<file path="config.mk">
export PLATFORM = sky130hd
export DESIGN_NAME = uart_transmit_flat
export DESIGN_NICKNAME = d
export VERILOG_FILES = /design/src/rtl/uart_transmit_if.sv /design/src/rtl/uart_transmit.sv /design/src/flat_wrapper.sv
export SDC_FILE = /design/constraint.sdc
export NUM_CORES = 1
export LEC_CHECK = 0
export ABC_AREA = 1
export BUFFER_PORTS_ARGS = -buffer_cell sky130_fd_sc_hd__clkbuf_2
export CORE_ASPECT_RATIO = 0.9
export CORE_MARGIN = 2
export CORE_UTILIZATION = 55
export CTS_BUF_LIST = sky130_fd_sc_hd__clkbuf_4
export DETAILED_ROUTE_END_ITERATION = 8
export PLACE_DENSITY = 0.78
export REMOVE_ABC_BUFFERS = 1
export SYNTH_ARGS = -nofsm -noshare
export SYNTH_HDL_FRONTEND = slang
export SYNTH_SLANG_ARGS = --single-unit
</file>
<file path="constraint.sdc">
create_clock -name Clock -period 1.4 [get_ports Clock]
set_input_delay 0 -clock Clock [delete_from_list [all_inputs] [get_ports Clock]]
set_output_delay 0 -clock Clock [all_outputs]
set_load 0.01 [all_outputs]
</file>
<file path="src/rtl/uart_transmit_if.sv">
`default_nettype none
// ============================================================================
//  Module      : uart_transmit_if
//  Description : Byte handshake between the CPU-side IO logic and the UART
//                transmitter.
//                  DataIn      [7:0]  byte to transmit (producer -> tx)
//                  DataInValid        producer has a byte on DataIn
//                  DataInReady        transmitter can accept a byte
//                master : CPU-side IO logic (drives DataIn / DataInValid)
//                slave  : uart_transmit (drives DataInReady)
//  Revision    : 1.0 - initial release
// ============================================================================
interface uart_transmit_if;
   logic [7:0] DataIn;
   logic       DataInValid;
   logic       DataInReady;

   modport master (
      output DataIn,
      output DataInValid,
      input  DataInReady
   );

   modport slave (
      input  DataIn,
      input  DataInValid,
      output DataInReady
   );
endinterface
`default_nettype wire

</file>
<file path="src/rtl/uart_transmit.sv">
`default_nettype none
// ============================================================================
//  Module      : uart_transmit
//  Description : Serial transmit half of the memory-mapped UART. Accepts one
//                byte per valid/ready handshake and sends it as an 8N1 frame
//                (start, 8 data bits LSB first, stop), each symbol exactly
//                ClockFreq/BaudRate clocks long.
//                Optional macro UART_TX_PARITY_EN inserts an even-parity
//                symbol between data bit 7 and the stop bit (11-symbol frame).
//  Ports       : Clock   in   system clock, rising edge
//                Reset   in   asynchronous, active-low reset
//                tx_if   slave modport of uart_transmit_if (byte handshake)
//                SOut    out  registered serial line, idle high
//  Revision    : 1.0 - initial release
// ============================================================================
module uart_transmit #(
   parameter int ClockFreq = 100_000_000,
   parameter int BaudRate  = 115_200
) (
   input  wire logic      Clock,
   input  wire logic      Reset,
   uart_transmit_if.slave tx_if,
   output logic           SOut
);

   localparam int SymbolEdgeTime = ClockFreq / BaudRate;
   localparam int c_cnt_w        = (SymbolEdgeTime > 1) ? $clog2(SymbolEdgeTime) : 1;
   localparam logic [c_cnt_w-1:0] c_cnt_last = c_cnt_w'(SymbolEdgeTime - 1);

   typedef enum logic [2:0] {
      IDLE   = 3'd0,
      START  = 3'd1,
      DATA   = 3'd2,
`ifdef UART_TX_PARITY_EN
      PARITY = 3'd3,
`endif
      STOP   = 3'd4
   } state_t;

   state_t             r_state;
   logic [c_cnt_w-1:0] r_count;
   logic [2:0]         r_bit_idx;
   logic [7:0]         r_shift;
   logic               r_ready;
`ifdef UART_TX_PARITY_EN
   logic               r_parity;
`endif

   logic w_accept;
   logic w_sym_end;

   // Ready is a registered flag, so a handshake only needs one AND here.
   assign w_accept          = tx_if.DataInValid && r_ready;
   assign w_sym_end         = (r_count == c_cnt_last);
   assign tx_if.DataInReady = r_ready;

   always_ff @(posedge Clock or negedge Reset) begin
      if (!Reset) begin
         // SOut resets high so an abandoned frame never shows a low glitch.
         r_state   <= IDLE;
         SOut      <= 1'b1;
         r_ready   <= 1'b0;
         r_count   <= '0;
         r_bit_idx <= '0;
         r_shift   <= '0;
`ifdef UART_TX_PARITY_EN
         r_parity  <= 1'b0;
`endif
      end else begin
         // Symbol timer free-runs in every active state and wraps at the
         // terminal count, which is also where the next symbol is driven.
         if (r_state != IDLE) begin
            if (w_sym_end)
               r_count <= '0;
            else
               r_count <= r_count + c_cnt_w'(1);
         end

         case (r_state)
            IDLE: begin
               r_count <= '0;
               SOut    <= 1'b1;
               if (w_accept) begin
                  r_shift   <= tx_if.DataIn;
                  r_state   <= START;
                  SOut      <= 1'b0;
                  r_ready   <= 1'b0;
                  r_bit_idx <= '0;
`ifdef UART_TX_PARITY_EN
                  // Captured at load so it is independent of the shifting.
                  r_parity  <= ^tx_if.DataIn;
`endif
               end else begin
                  // Covers the first edge after reset release.
                  r_ready <= 1'b1;
               end
            end

            START: begin
               if (w_sym_end) begin
                  r_state <= DATA;
                  SOut    <= r_shift[0];
                  r_shift <= r_shift >> 1;
               end
            end

            DATA: begin
               if (w_sym_end) begin
                  if (r_bit_idx != 3'd7) begin
                     // r_shift[0] already holds the next bit to send.
                     SOut      <= r_shift[0];
                     r_shift   <= r_shift >> 1;
                     r_bit_idx <= r_bit_idx + 3'd1;
                  end else begin
`ifdef UART_TX_PARITY_EN
                     r_state <= PARITY;
                     SOut    <= r_parity;
`else
                     r_state <= STOP;
                     SOut    <= 1'b1;
`endif
                  end
               end
            end

`ifdef UART_TX_PARITY_EN
            PARITY: begin
               if (w_sym_end) begin
                  r_state <= STOP;
                  SOut    <= 1'b1;
               end
            end
`endif

            STOP: begin
               if (w_sym_end) begin
                  r_state <= IDLE;
                  r_ready <= 1'b1;
                  SOut    <= 1'b1;
               end
            end

            default: begin
               r_state <= IDLE;
               SOut    <= 1'b1;
               r_ready <= 1'b0;
            end
         endcase
      end
   end

endmodule
`default_nettype wire

</file>
<file path="src/flat_wrapper.sv">
// flat-port wrapper written by rule: the top's interface ports become plain ports
module uart_transmit_flat 
#(
   parameter int ClockFreq = 100_000_000,
   parameter int BaudRate  = 115_200
)
  (Clock, Reset, SOut, tx_if_DataIn, tx_if_DataInValid, tx_if_DataInReady);
  uart_transmit_if tx_if_i ();
  input  wire logic Clock;
  input  wire logic Reset;
  output logic SOut;
  input wire logic [$bits(tx_if_i.DataIn)-1:0] tx_if_DataIn;
  input wire logic [$bits(tx_if_i.DataInValid)-1:0] tx_if_DataInValid;
  output wire logic [$bits(tx_if_i.DataInReady)-1:0] tx_if_DataInReady;
  assign tx_if_i.DataIn = tx_if_DataIn;
  assign tx_if_i.DataInValid = tx_if_DataInValid;
  assign tx_if_DataInReady = tx_if_i.DataInReady;
  uart_transmit #(.ClockFreq(ClockFreq), .BaudRate(BaudRate)) u_core (.Clock(Clock), .Reset(Reset), .tx_if(tx_if_i), .SOut(SOut));
endmodule
</file>
======== Word-level counts from Yosys, hierarchy flattened ========
Cells that the tools add are included.
cells by class
  $add $sub $neg .......................... 2
  equality and inequality tests ........... 11
  bitwise logic cells ..................... 1
  mux-type cells .......................... 25
  reductions and logical operators ........ 12
operator list
  operator               count
  $mux 8                 4
  $mux 10                3
  $mux 3                 8
  $pmux 8 s3             1
  $pmux 3 s4             1
  $add 10x1->10 const B  1
  $eq 10x10->1 const B   1
  $ne 2x1->1 const B     5
  $reduce_and 5->1       2
  $pmux 3 s2             1
  $reduce_bool 3->1      2
  $mux 1                 5
  $pmux 1 s4             1
  $reduce_and 4->1       1
  $reduce_bool 2->1      2
  $add 3x1->3 const B    1
  $eq 3x1->1 const B     1
  $eq 3x2->1 const B     1
  $eq 3x3->1 const B     1
  $logic_not 3->1        1
  $ne 3x3->1 const B     1
  $pmux 1 s3             1
  $reduce_and 3->1       1
  $ne 2x2->1 const B     1
  other kinds (4)        4
storage, ports and cells
  logic and storage cells ................. 57
  input bits .............................. 11
  flip-flop bits (word level) ............. 26
  output and inout bits ................... 2

======== Depth between registers and ports, before layout ========
Gate-level depths: netlist of run 1.
  word-level depth ........................ 4
  depth in mapped cells ................... 9

======== Least setup slack after synthesis of run 1 ========
No wires, ideal clock.
  path kind ............................... reg2reg
  from .................................... register u_core.r_bit_idx[0]
  to ...................................... register u_core.r_shift[7]
  stages on the path, launching flop included .. 9
  arrival ................................. 1.262 ns
  path slack .............................. 0.021 ns
  data required time ...................... 1.283 ns
  cells stage by stage .................... dfrtp_1 -> ha_1 -> ha_1 -> nand2_4 -> nand2_4 -> nor2_8 -> nand2_4 -> nand2_2 -> o21ai_2
on the way
  longest elaborated chain between the ends .. 3
RTL lines
  item                               RTL line              text
  start: declaration                 uart_transmit.sv:42   logic [2:0] r_bit_idx;
  start signal: assignment           uart_transmit.sv:113  r_bit_idx <= r_bit_idx + 3'd1;
  $ne 3x3->1                         uart_transmit.sv:109  if (r_bit_idx != 3'd7) begin
  $ne 2x1->1 (no source line)        n/a
  $reduce_and 5->1 (no source line)  n/a
  end signal: assignment             uart_transmit.sv:84   r_shift <= tx_if.DataIn;
  end signal: assignment             uart_transmit.sv:103  r_shift <= r_shift >> 1;
  end signal: assignment             uart_transmit.sv:112  r_shift <= r_shift >> 1;
  end: declaration                   uart_transmit.sv:43   logic [7:0] r_shift;
No other way between the ends.
A chain may end at the register's enable or synchronous reset.

======== Final worst setup path of run 1 ========
  from .................................... register u_core.r_count[0]
  to ...................................... register u_core.r_shift[1]
on the way
  longest elaborated chain between the ends .. 3
  elaborated cells between the ends (all ways) .. 4
  classes of those cells .................. 3 x eq/ne; 1 x reduce/logical
RTL lines
  item                                 RTL line             text
  start: declaration                   uart_transmit.sv:41  logic [c_cnt_w-1:0] r_count;
  start signal: assignment             uart_transmit.sv:76  r_count <= r_count + c_cnt_w'(1);
  $eq 10x10->1 *                       uart_transmit.sv:54  assign w_sym_end = (r_count == c_cnt_last);
  $ne 2x1->1 (no source line)          n/a
  $reduce_and 5->1 (no source line) *  n/a
Mark *: on every way between the ends. The rest lies on a longest branch, timed or not.

==> impl_metrics.tcl, run 1 <==
set metrics [dict create \
    synth_cell_types 29 \
    wire_per_inst_um 14.1 \
    detail-route-antenna-nets 0 \
    timing.critical_path.mode_cell "nand2_1" \
    min-delay-path-class "input pin to flop" \
    cp.required_ns 1.64 \
    gp_congestion 0.888 \
    dp_slack_ns -0.0441 \
    antenna_found_initial 0 \
    crit_path_cell_trace "ha_2 -> nand2_2 -> nor2_4 -> nand3_4 -> nand2_8 -> nand2_4 -> nand2_1 -> nand2_1" \
    drtIter0Drc 68 \
    finalNetCount 236 \
    dp_hpwl_um 2220 \
    maxSlewViolCount 0 \
    finClkSkew_ns 0.00842 \
    holdWs_ns 0.00187 \
    core_area_mm2 0.00249 \
    start_util_pct 58.9 \
    synth_commonest_cells "nand2_1 (64), dfrtp_1 (25), nor2_1 (14)" \
    period_needed_ns 1.42 \
    ys_seq_elements 26 \
    synthArstFlopShare_pct 100 \
    endpoint_kind "flop" \
    clock_path_buffers 2 \
    vias 1379 \
    worstPathMaxFanout 5 \
    synth_top_area_share_pct 42.7 \
    slew_headroom_pct 56.6 \
    synth_edf_count 0 \
    clock_latency_ns 0.33 \
    violations "negative setup slack" \
    synthTopCellsByArea "dfrtp_1 (43%), nand2_1 (16%), nand3_1 (4.1%), nand2_4 (3.8%), nor2_1 (3.6%)" \
    crit_path_start_kind "flop" \
    slowest_stage "dfrtp_1" \
    area.sequential_um2 653 \
    numCtsBuffers 3 \
    vias_per_cell 5.54 \
    multiInputGateArea_um2 882 \
    seq_area_frac_synth_pct 44.5 \
    route.detailed.drc 0 \
    io_pins 13 \
    cts_tree "done" \
    grt_max_degree 27 \
    die_area_mm2 0.00309 \
    critPathKind "flop to flop" \
    tightest_slew_ns 0.651 \
    dieWidth_um 58.4 \
    status "finished with violations" \
    antenna_cells 0 \
    fin_ws_ns -0.0213 \
    cts.sinks 26 \
    grt_setup_unrepaired "true" \
    dieHeight_um 53.0 \
    wirelength_um 3510 \
    nFillCells 151 \
    dp.cells 229 \
    powerDensity_mw_per_mm2 2130 \
    finalCritPeriodShare_pct 102 \
    synth.most_common_cell "nand2_1" \
    first_pass_iters 4 \
    clkTransAtPathRegs_ns 0.15 \
    grt.total_usage_pct 25.3 \
    grt_first_pass_wirelength_um 5840 \
    htree_levels 1 \
    arrival_ns 1.66 \
    synth_top_area_cell "dfrtp_1" \
    syn_avg_cell_area_um2 8.09 \
    syn2layout_area_growth_pct 35.5 \
    ys.flop_type "dfrtp_1" \
    critical-path-top-delay-family "simple AND/OR/NAND/NOR gates" \
    p_leak_nw 0.999 \
    yosys_warnings 0 \
    max-vdd-ir-drop_v 0.00183 \
    synthesis.area_mm2 0.00147 \
    gr-total-overflow 0 \
    syn_inst 181 \
    cp_slowest_stage_delay_ns 0.39 \
    p_total_mw 4.22 \
    path_buf_inv 0 \
    drive_gt1_share_pct 35.7 \
    rows 17 \
    cap_violations 0 \
    io_buffers 12 \
    max_freq_mhz 704 \
    grt_pass1_vias 1352 \
    hold_violations 0 \
    setup_viol 11 \
    root_buffer "clkbuf_4" \
    instances_no_fill 249 \
]
-- logic make-up after synthesis --
kind of cell	after synthesis	share of synthesized area (%)
AOI/OAI and AO/OA	11	4.61
xor gates and xnor gates	3	1.79
adders and majority gates	3	2.56
buffers and inverters	19	5.64
DFF	26	44.5
and+or+nand+nor	119	40.9
-- report_power, final --
| group | leakage, nW | total (mW) | switching [mW] | internal, mW |
|---|---|---|---|---|
| sequential | 0.339 | 1.16 | 0.171 | 0.991 |
| clock | 0.0279 | 0.524 | 0.234 | 0.290 |
| combinational | 0.632 | 2.54 | 1.46 | 1.07 |
-- layout by cell type (no fill, tap or decap), types with 2 or more instances in the layout --
cell	n
nand2_1	55
dfrtp_1	24
buf_4	14
inv_1	12
clkbuf_2	12
nor2_1	11
nand2_2	10
dlygate4sd3_1	8
nand3_1	7
nand2_4	6
nand4_1	5
nand3_2	5
inv_2	4
nor2_4	3
nand3_4	3
xor2_1	3
nor3b_1	3
clkbuf_4	3
nor2_2	2
a21oi_1	2
o21ai_0	2
nor3_1	2
nand2_8	2
nand3b_1	2
o21ai_1	2
ha_2	2
buf_12	2
-- path summary, 6_finish.rpt --
| kind | from | to | slack [ns] | cells after the start |
|---|---|---|---|---|
| max | u_core.r_count[0] | u_core.r_shift[1] | -0.02 | 8 |
| min | tx_if_DataIn[5] | u_core.r_shift[5] | 0.002 | 5 |
| max reg2reg | u_core.r_count[0] | u_core.r_shift[1] | -0.02 | 8 |
| min reg2reg | u_core.SOut | u_core.SOut | 0.49 | 2 |
| max in group asynchronous | Reset | u_core.r_state[1] | 0.74 | 2 |
| min in group asynchronous | Reset | u_core.r_count[6] | 0.20 | 2 |
-- metrics by stage --
| stage | TNS (ns) | utilization [%] | cell area (um2) |
|---|---|---|---|
| finish | -0.129 | 79.8 | 1990 |
| global route | -1.62 | 79.8 | 1990 |
| CTS | -0.00129 | 74.0 | 1840 |
| detailed placement | -0.339 | 65.6 | 1630 |
| global placement | 0 | 65.6 | 1630 |
| floorplan | 0 | - | 1450 |
-- cell type report --
cell class,instances,area share (%)
multi-input cells,137,44.4
repair buffers,37,14.9
inverters,17,3.34
clock inverters,1,1.51
flip-flops and latches,26,32.9
well taps,28,1.76
clock buffers,3,1.13
-- timing repair --
| action | CTS | global route |
|---|---|---|
| endpoints found under the hold margin | 32 | 0 |
| endpoints found under the setup margin | 17 | 22 |
| resized for setup | 6 | 30 |
| pin swaps | 6 | 12 |
| gates cloned | 1 | 0 |
| setup buffers | 4 | 3 |
| hold buffers | 8 | 0 |
-- flip-flops by register name (all words and copies together) (netlist names) --
name and flops:
u_core.SOut 1, u_core.r_bit_idx 3, u_core.r_state 3, u_core.r_shift 8, u_core.tx_if.DataInReady 1, u_core.r_count 10
-- per-layer routing --
metal  vias up  part of all wire, %  GRT usage (%)
li1        666                    -              -
met1       670                   44           31.7
met2        39                   51           44.4
met3         4                  5.0           5.62
met4         0                 0.74           5.81
met5         -                    0              0
-- worst register-to-register path: stages (launching register included) --
cell,delay [ns]
dfrtp_1,0.39
ha_2,0.23
nand2_2,0.08
nor2_4,0.13
nand3_4,0.17
nand2_8,0.14
nand2_4,0.08
nand2_1,0.07
nand2_1,0.05
(Power assumes the default switching activity.)
==> inputs of run 2 (changes only) <==
--- a/config.mk
+++ b/config.mk
@@ -8,11 +8,9 @@
 export ABC_AREA = 1
 export BUFFER_PORTS_ARGS = -buffer_cell sky130_fd_sc_hd__clkbuf_2
 export CORE_ASPECT_RATIO = 0.9
-export CORE_MARGIN = 2
-export CORE_UTILIZATION = 55
-export CTS_BUF_LIST = sky130_fd_sc_hd__clkbuf_4
+export CORE_UTILIZATION = 52
 export DETAILED_ROUTE_END_ITERATION = 8
-export PLACE_DENSITY = 0.78
+export PLACE_DENSITY = 0.75
 export REMOVE_ABC_BUFFERS = 1
 export SYNTH_ARGS = -nofsm -noshare
 export SYNTH_HDL_FRONTEND = slang
==> run 2 against run 1 <==
Effect of this change:
- largest cell class unchanged
- hold slack worse by 0.0078 ns
- final cell count is 1.2% lower
- the run ends with negative hold slack, negative setup slack left
- sequential share of layout area is 0.59 points higher
- combinational power is 2% higher
- first-iteration DRC count is 1.5% lower
- highest routed layer unchanged
- critical path depth stayed put
- clock-buffer cell count is 1 higher
- clock skew hardly changed
==> impl_metrics.tcl, run 2 (same netlist as run 1, synthesis figures left out) <==
set metrics [dict create \
    finClkSkew_ns 0.00828 \
    crit_path_start_kind "flop" \
    grt_max_degree 27 \
    rows 17 \
    final_core_util_pct 76.6 \
    p_sw_mw 1.89 \
    clock_latency_ns 0.33 \
    die_area_mm2 0.00303 \
    crit_path_cell_trace "ha_2 -> ha_4 -> nand2_4 -> nand2_8 -> nor2_8 -> buf_12 -> nand3_2 -> nand2_1" \
    violations "negative hold slack, negative setup slack" \
    first_pass_iters 5 \
    finalCritPeriodShare_pct 106 \
    wire_per_inst_um 14.7 \
    critPathKind "flop to flop" \
    path_buf_inv 1 \
    finalNetCount 233 \
    cts.sinks 26 \
    grt_setup_unrepaired "true" \
    io_buffers 12 \
    root_buffer "clkbuf_4" \
    detail-route-antenna-nets 0 \
    slowest_stage "dfrtp_1" \
    numCtsBuffers 3 \
    hold_violations 2 \
    dieWidth_um 58.0 \
    gr-total-overflow 0 \
    p_seq_share_pct 28.2 \
    largest_reg_flops 10 \
    dieHeight_um 52.4 \
    grt.total_usage_pct 24.5 \
    reg_top3 "u_core.r_count: 10 flops, u_core.r_shift: 8 flops" \
    max-vdd-ir-drop_v 0.00165 \
    instances_no_fill 246 \
    layout_common_cells "nand2_1 (59), dfrtp_1 (23), inv_1 (12), clkbuf_2 (12)" \
    cts_tree "done" \
    antenna_found_initial 0 \
    syn2layout_area_growth_pct 33.4 \
    period_needed_ns 1.48 \
    holdWs_ns -0.00594 \
    power_frac_comb_pct 62.3 \
    internal_power_mw 2.24 \
    io_pins 13 \
    cp_slowest_stage_delay_ns 0.42 \
    drtIter0Drc 67 \
    p_total_mw 4.14 \
    drive_gt1_share_pct 36.2 \
    maxSlewViolCount 0 \
    max_freq_mhz 674 \
    core_area_mm2 0.00255 \
    dp.cells 230 \
    worstPathMaxFanout 6 \
    grt_first_pass_wirelength_um 5580 \
    largest-register "u_core.r_count" \
    layout_commonest_cell "nand2_1" \
    cp.required_ns 1.68 \
    grt_pass1_vias 1292 \
    start_util_pct 57.4 \
    powerDensity_mw_per_mm2 2120 \
    slew_headroom_pct 55.6 \
    clkTransAtPathRegs_ns 0.14 \
    min-delay-path-class "input pin to flop" \
    tightest_slew_ns 0.666 \
    wirelength_um 3610 \
    cap_violations 0 \
    vias 1354 \
    gp_congestion 0.869 \
    p_sw_share_pct 45.7 \
    p_clk_share_pct 9.4 \
    arrival_ns 1.76 \
    clock_path_buffers 2 \
    dp_hpwl_um 2150 \
    htree_levels 1 \
    setup_viol 9 \
    critical-path-top-delay-family "simple AND/OR/NAND/NOR gates" \
    status "finished with violations" \
    route.detailed.drc 0 \
    endpoint_kind "flop" \
    p_leak_nw 0.974 \
    antenna_cells 0 \
    dp_slack_ns -0.0517 \
    fin_ws_ns -0.0833 \
    vias_per_cell 5.50 \
]
==> run 2: metrics by stage <==
| step | hold slack, ns | TNS [ns] | area, um2 |
|---|---|---|---|
| global route | -0.00215 | -1.35 | 1950 |
| finish | -0.00594 | -0.552 | 1950 |
| detailed placement | 0.0582 | -0.520 | 1650 |
| CTS | 0.00163 | 0 | 1820 |
| floorplan | -0.296 | 0 | 1450 |
| global placement | 0.0537 | 0 | 1650 |
==> run 2: tightest hold or removal path, cell delays in order <==
cell and delay [ns]:
clkbuf_2 0.08, nand2_1 0.05, nand2_1 0.06, nand3_2 0.07
nand2_1 0.04
==> run 2: final cells by class <==
class / count / area (um2)
clock buffers: 4 / 36.3
fillers: 160 / 598
inverters: 17 / 66.3
multi-input cells: 137 / 878
flip-flops and latches: 26 / 654
well taps: 28 / 35.0
repair buffers: 34 / 284
==> run 2: what timing repair did <==
item | 4_1_cts | 5_1_grt
endpoints found under the hold margin | 31 | 0
hold buffers | 7 | 0
setup buffers | 2 | 2
gates resized for setup | 8 | 25
pin swaps | 3 | 22
setup endpoints to repair | 19 | 21
gates cloned | 0 | 1
==> run 2: path summary, 6_finish.rpt <==
kind                                          start                 to  slack (ns)  depth (start not counted)
worst max-delay path            u_core.r_bit_idx[1]  u_core.r_shift[2]       -0.08                          8
worst min-delay path                tx_if_DataIn[0]  u_core.r_shift[0]      -0.006                          5
worst max register to register  u_core.r_bit_idx[1]  u_core.r_shift[2]       -0.08                          8
worst min register to register          u_core.SOut        u_core.SOut        0.50                          2
max in group asynchronous                     Reset  u_core.r_state[1]        0.73                          2
min in group asynchronous                     Reset  u_core.r_count[4]        0.21                          2
==> run 2: power by group through the flow <==
stage / clock (mW) / sequential [mW] / combinational, mW
global placement: 0 / 1.14 / 1.91
floorplan: 0 / 1.13 / 1.32
CTS: 0.391 / 1.16 / 2.14
detailed placement: 0 / 1.15 / 1.98
finish: 0.389 / 1.17 / 2.58
global route: 0.430 / 1.19 / 2.85
==> run 2: routing by layer <==
metal	track usage (%)	part of all wire [%]
met5	0	0
met1	30.0	43
met3	5.68	4.3
met4	7.14	1.1
met2	43.1	51
==> inputs of run 3 (changes only) <==
--- a/config.mk
+++ b/config.mk
@@ -8,6 +8,7 @@
 export ABC_AREA = 1
 export BUFFER_PORTS_ARGS = -buffer_cell sky130_fd_sc_hd__clkbuf_2
 export CORE_ASPECT_RATIO = 0.9
+export CORE_MARGIN = 8
 export CORE_UTILIZATION = 52
 export DETAILED_ROUTE_END_ITERATION = 8
 export PLACE_DENSITY = 0.75
@@ -15,3 +16,4 @@
 export SYNTH_ARGS = -nofsm -noshare
 export SYNTH_HDL_FRONTEND = slang
 export SYNTH_SLANG_ARGS = --single-unit
+export TNS_END_PERCENT = 10
==> run 3 against run 2 <==
Effect of this change:
- the run ends with negative setup slack left
- clock power grew 38%
- highest routed layer unchanged
- combinational power shrank 13%
- die area grew 57%
==> impl_metrics.tcl, run 3 (same netlist as run 1, synthesis figures left out) <==
set metrics [dict create \
    max_freq_mhz 692 \
    grt_max_degree 27 \
    wirelength_um 3360 \
    tns_ns -0.201 \
    clock_path_buffers 2 \
    timing.critical_path.mode_cell "nand2_1" \
    cap_violations 0 \
    drtIter0Drc 89 \
    finalCritPeriodShare_pct 103 \
    largest-register "u_core.r_count" \
    cts_tree "done" \
    crit_path_cell_trace "inv_1 -> nand2_1 -> nor2_1 -> nand3_4 -> nand2_8 -> buf_4 -> nand3_1 -> nand2_1" \
    dp_slack_ns -0.0436 \
    io_buffers 12 \
    finalNetCount 233 \
    fin_ws_ns -0.0461 \
    period_needed_ns 1.45 \
    arrival_ns 1.74 \
    dp.cells 240 \
    syn2layout_area_growth_pct 33.0 \
    r2r_setup_slack_ns -0.05 \
    grt.total_usage_pct 14.3 \
    cp-endpoint "u_core.r_shift[0]" \
    root_buffer "clkbuf_4" \
    numCtsBuffers 3 \
    grt_setup_unrepaired "true" \
    cts.sinks 26 \
    dieWidth_um 72.0 \
    critical-path-top-delay-family "simple AND/OR/NAND/NOR gates" \
    p_leak_nw 0.970 \
    reg_top3 "u_core.r_count: 10 flops, u_core.r_shift: 8 flops" \
    cp.required_ns 1.69 \
    dieHeight_um 66.4 \
    path_buf_inv 2 \
    gr-total-overflow 0 \
    io_pins 13 \
    max-vdd-ir-drop_v 0.00123 \
    start_util_pct 53.8 \
    slew_headroom_pct 57.5 \
    critPathKind "flop to flop" \
    crit_cells 8 \
    setup_viol 8 \
    violations "negative setup slack" \
    htree_levels 1 \
    hp-start "tx_if_DataInValid" \
    layout_common_cells "nand2_1 (58), dfrtp_1 (24), nor2_1 (12), clkbuf_2 (12), buf_4 (12)" \
    startpoint "u_core.r_count[7]" \
    die_area_mm2 0.00477 \
    clkTransAtPathRegs_ns 0.15 \
    rows 18 \
    drive_gt1_share_pct 33.9 \
    hold_violations 0 \
    dp_hpwl_um 2230 \
    clock_latency_ns 0.34 \
    r2r_start "u_core.r_count[7]" \
    route.detailed.drc 0 \
    finClkSkew_ns 0.00190 \
    cp_slowest_stage_delay_ns 0.41 \
    worstPathMaxFanout 7 \
    timing.rr.end "u_core.r_shift[0]" \
    powerDensity_mw_per_mm2 2030 \
    tightest_slew_ns 0.638 \
    first_pass_iters 4 \
    layout_commonest_cell "nand2_1" \
    vias 1305 \
    vias_per_cell 5.06 \
    detail-route-antenna-nets 0 \
    crit_path_start_kind "flop" \
    grt_first_pass_wirelength_um 5560 \
    min-delay-path-class "input pin to flop" \
    core_area_mm2 0.00273 \
    largest_reg_flops 10 \
    grt_pass1_vias 1339 \
    wire_per_inst_um 13.0 \
    endpoint_kind "flop" \
    status "finished with violations" \
    instances_no_fill 258 \
    antenna_found_initial 0 \
    r2r_cells 8 \
    antenna_cells 0 \
    slowest_stage "dfrtp_1" \
    gp_congestion 1.02 \
    maxSlewViolCount 0 \
]
## run 3: changes by cell type in the layout (fill, tap and decap cells not counted), moves of 2 or more
cell and change:
dlygate4sd3_1 +2, nand3_1 +4, nor3b_2 +2, nor3b_1 -2, nand3_2 -5, buf_12 -3
## run 3: power breakdown
| part | internal (mW) | switching (mW) | total [mW] |
|---|---|---|---|
| Sequential | 0.991 | 0.167 | 1.16 |
| Clock | 0.290 | 0.246 | 0.536 |
| Combinational | 0.891 | 1.36 | 2.25 |
## run 3: repair_timing
action / CTS / global route
resized for setup: 3 / 29
pin swaps: 0 / 13
buffers inserted: 0 / 5
hold buffers: 9 / 0
hold endpoints to repair: 33 / 0
setup endpoints to repair: 17 / 22
## run 3: layout make-up
type	instances	area, um2
repair buffers	35	263
clock inverters	1	30.0
well taps	40	50.0
flip-flops and latches	26	653
fillers	197	777
multi-input cells	136	863
inverters	17	66.3
clock buffers	3	22.5
## run 3: routing by layer
metal  track usage, %  wire (um)  part of all wire, %
met4             3.82         17                 0.51
met2             24.9       1600                   48
met5                0          0                    0
met1             17.0       1560                   46
met3             3.64        174                  5.2
## run 3: worst register-to-register path, cell delays in order (launching register included)
cell     delay [ns]
dfrtp_1        0.41
inv_1          0.08
nand2_1        0.06
nor2_1         0.19
nand3_4        0.21
nand2_8        0.17
buf_4          0.12
nand3_1        0.08
nand2_1        0.08
## run 3: worst min path at each step
stage                                     end  slack, ns  cells after the start
after floorplan           u_core.r_bit_idx[0]      -0.30                      0
after global placement      u_core.r_count[5]       0.05                      1
after detailed placement    u_core.r_count[3]       0.06                      1
after CTS                   u_core.r_state[2]       0.09                      5
after global routing        u_core.r_state[2]       0.15                      5
final                       u_core.r_state[2]       0.11                      5
## run 3: through the flow
stage	hold WS, ns	instance area (um2)	util (%)	power, mW
after floorplan	-0.296	1450	-	2.45
after global placement	0.0517	1630	59.7	2.88
after detailed placement	0.0590	1630	59.7	2.94
after CTS	0.0928	1780	65.2	3.52
after global routing	0.148	1950	71.5	4.25
final	0.113	1950	71.5	3.95
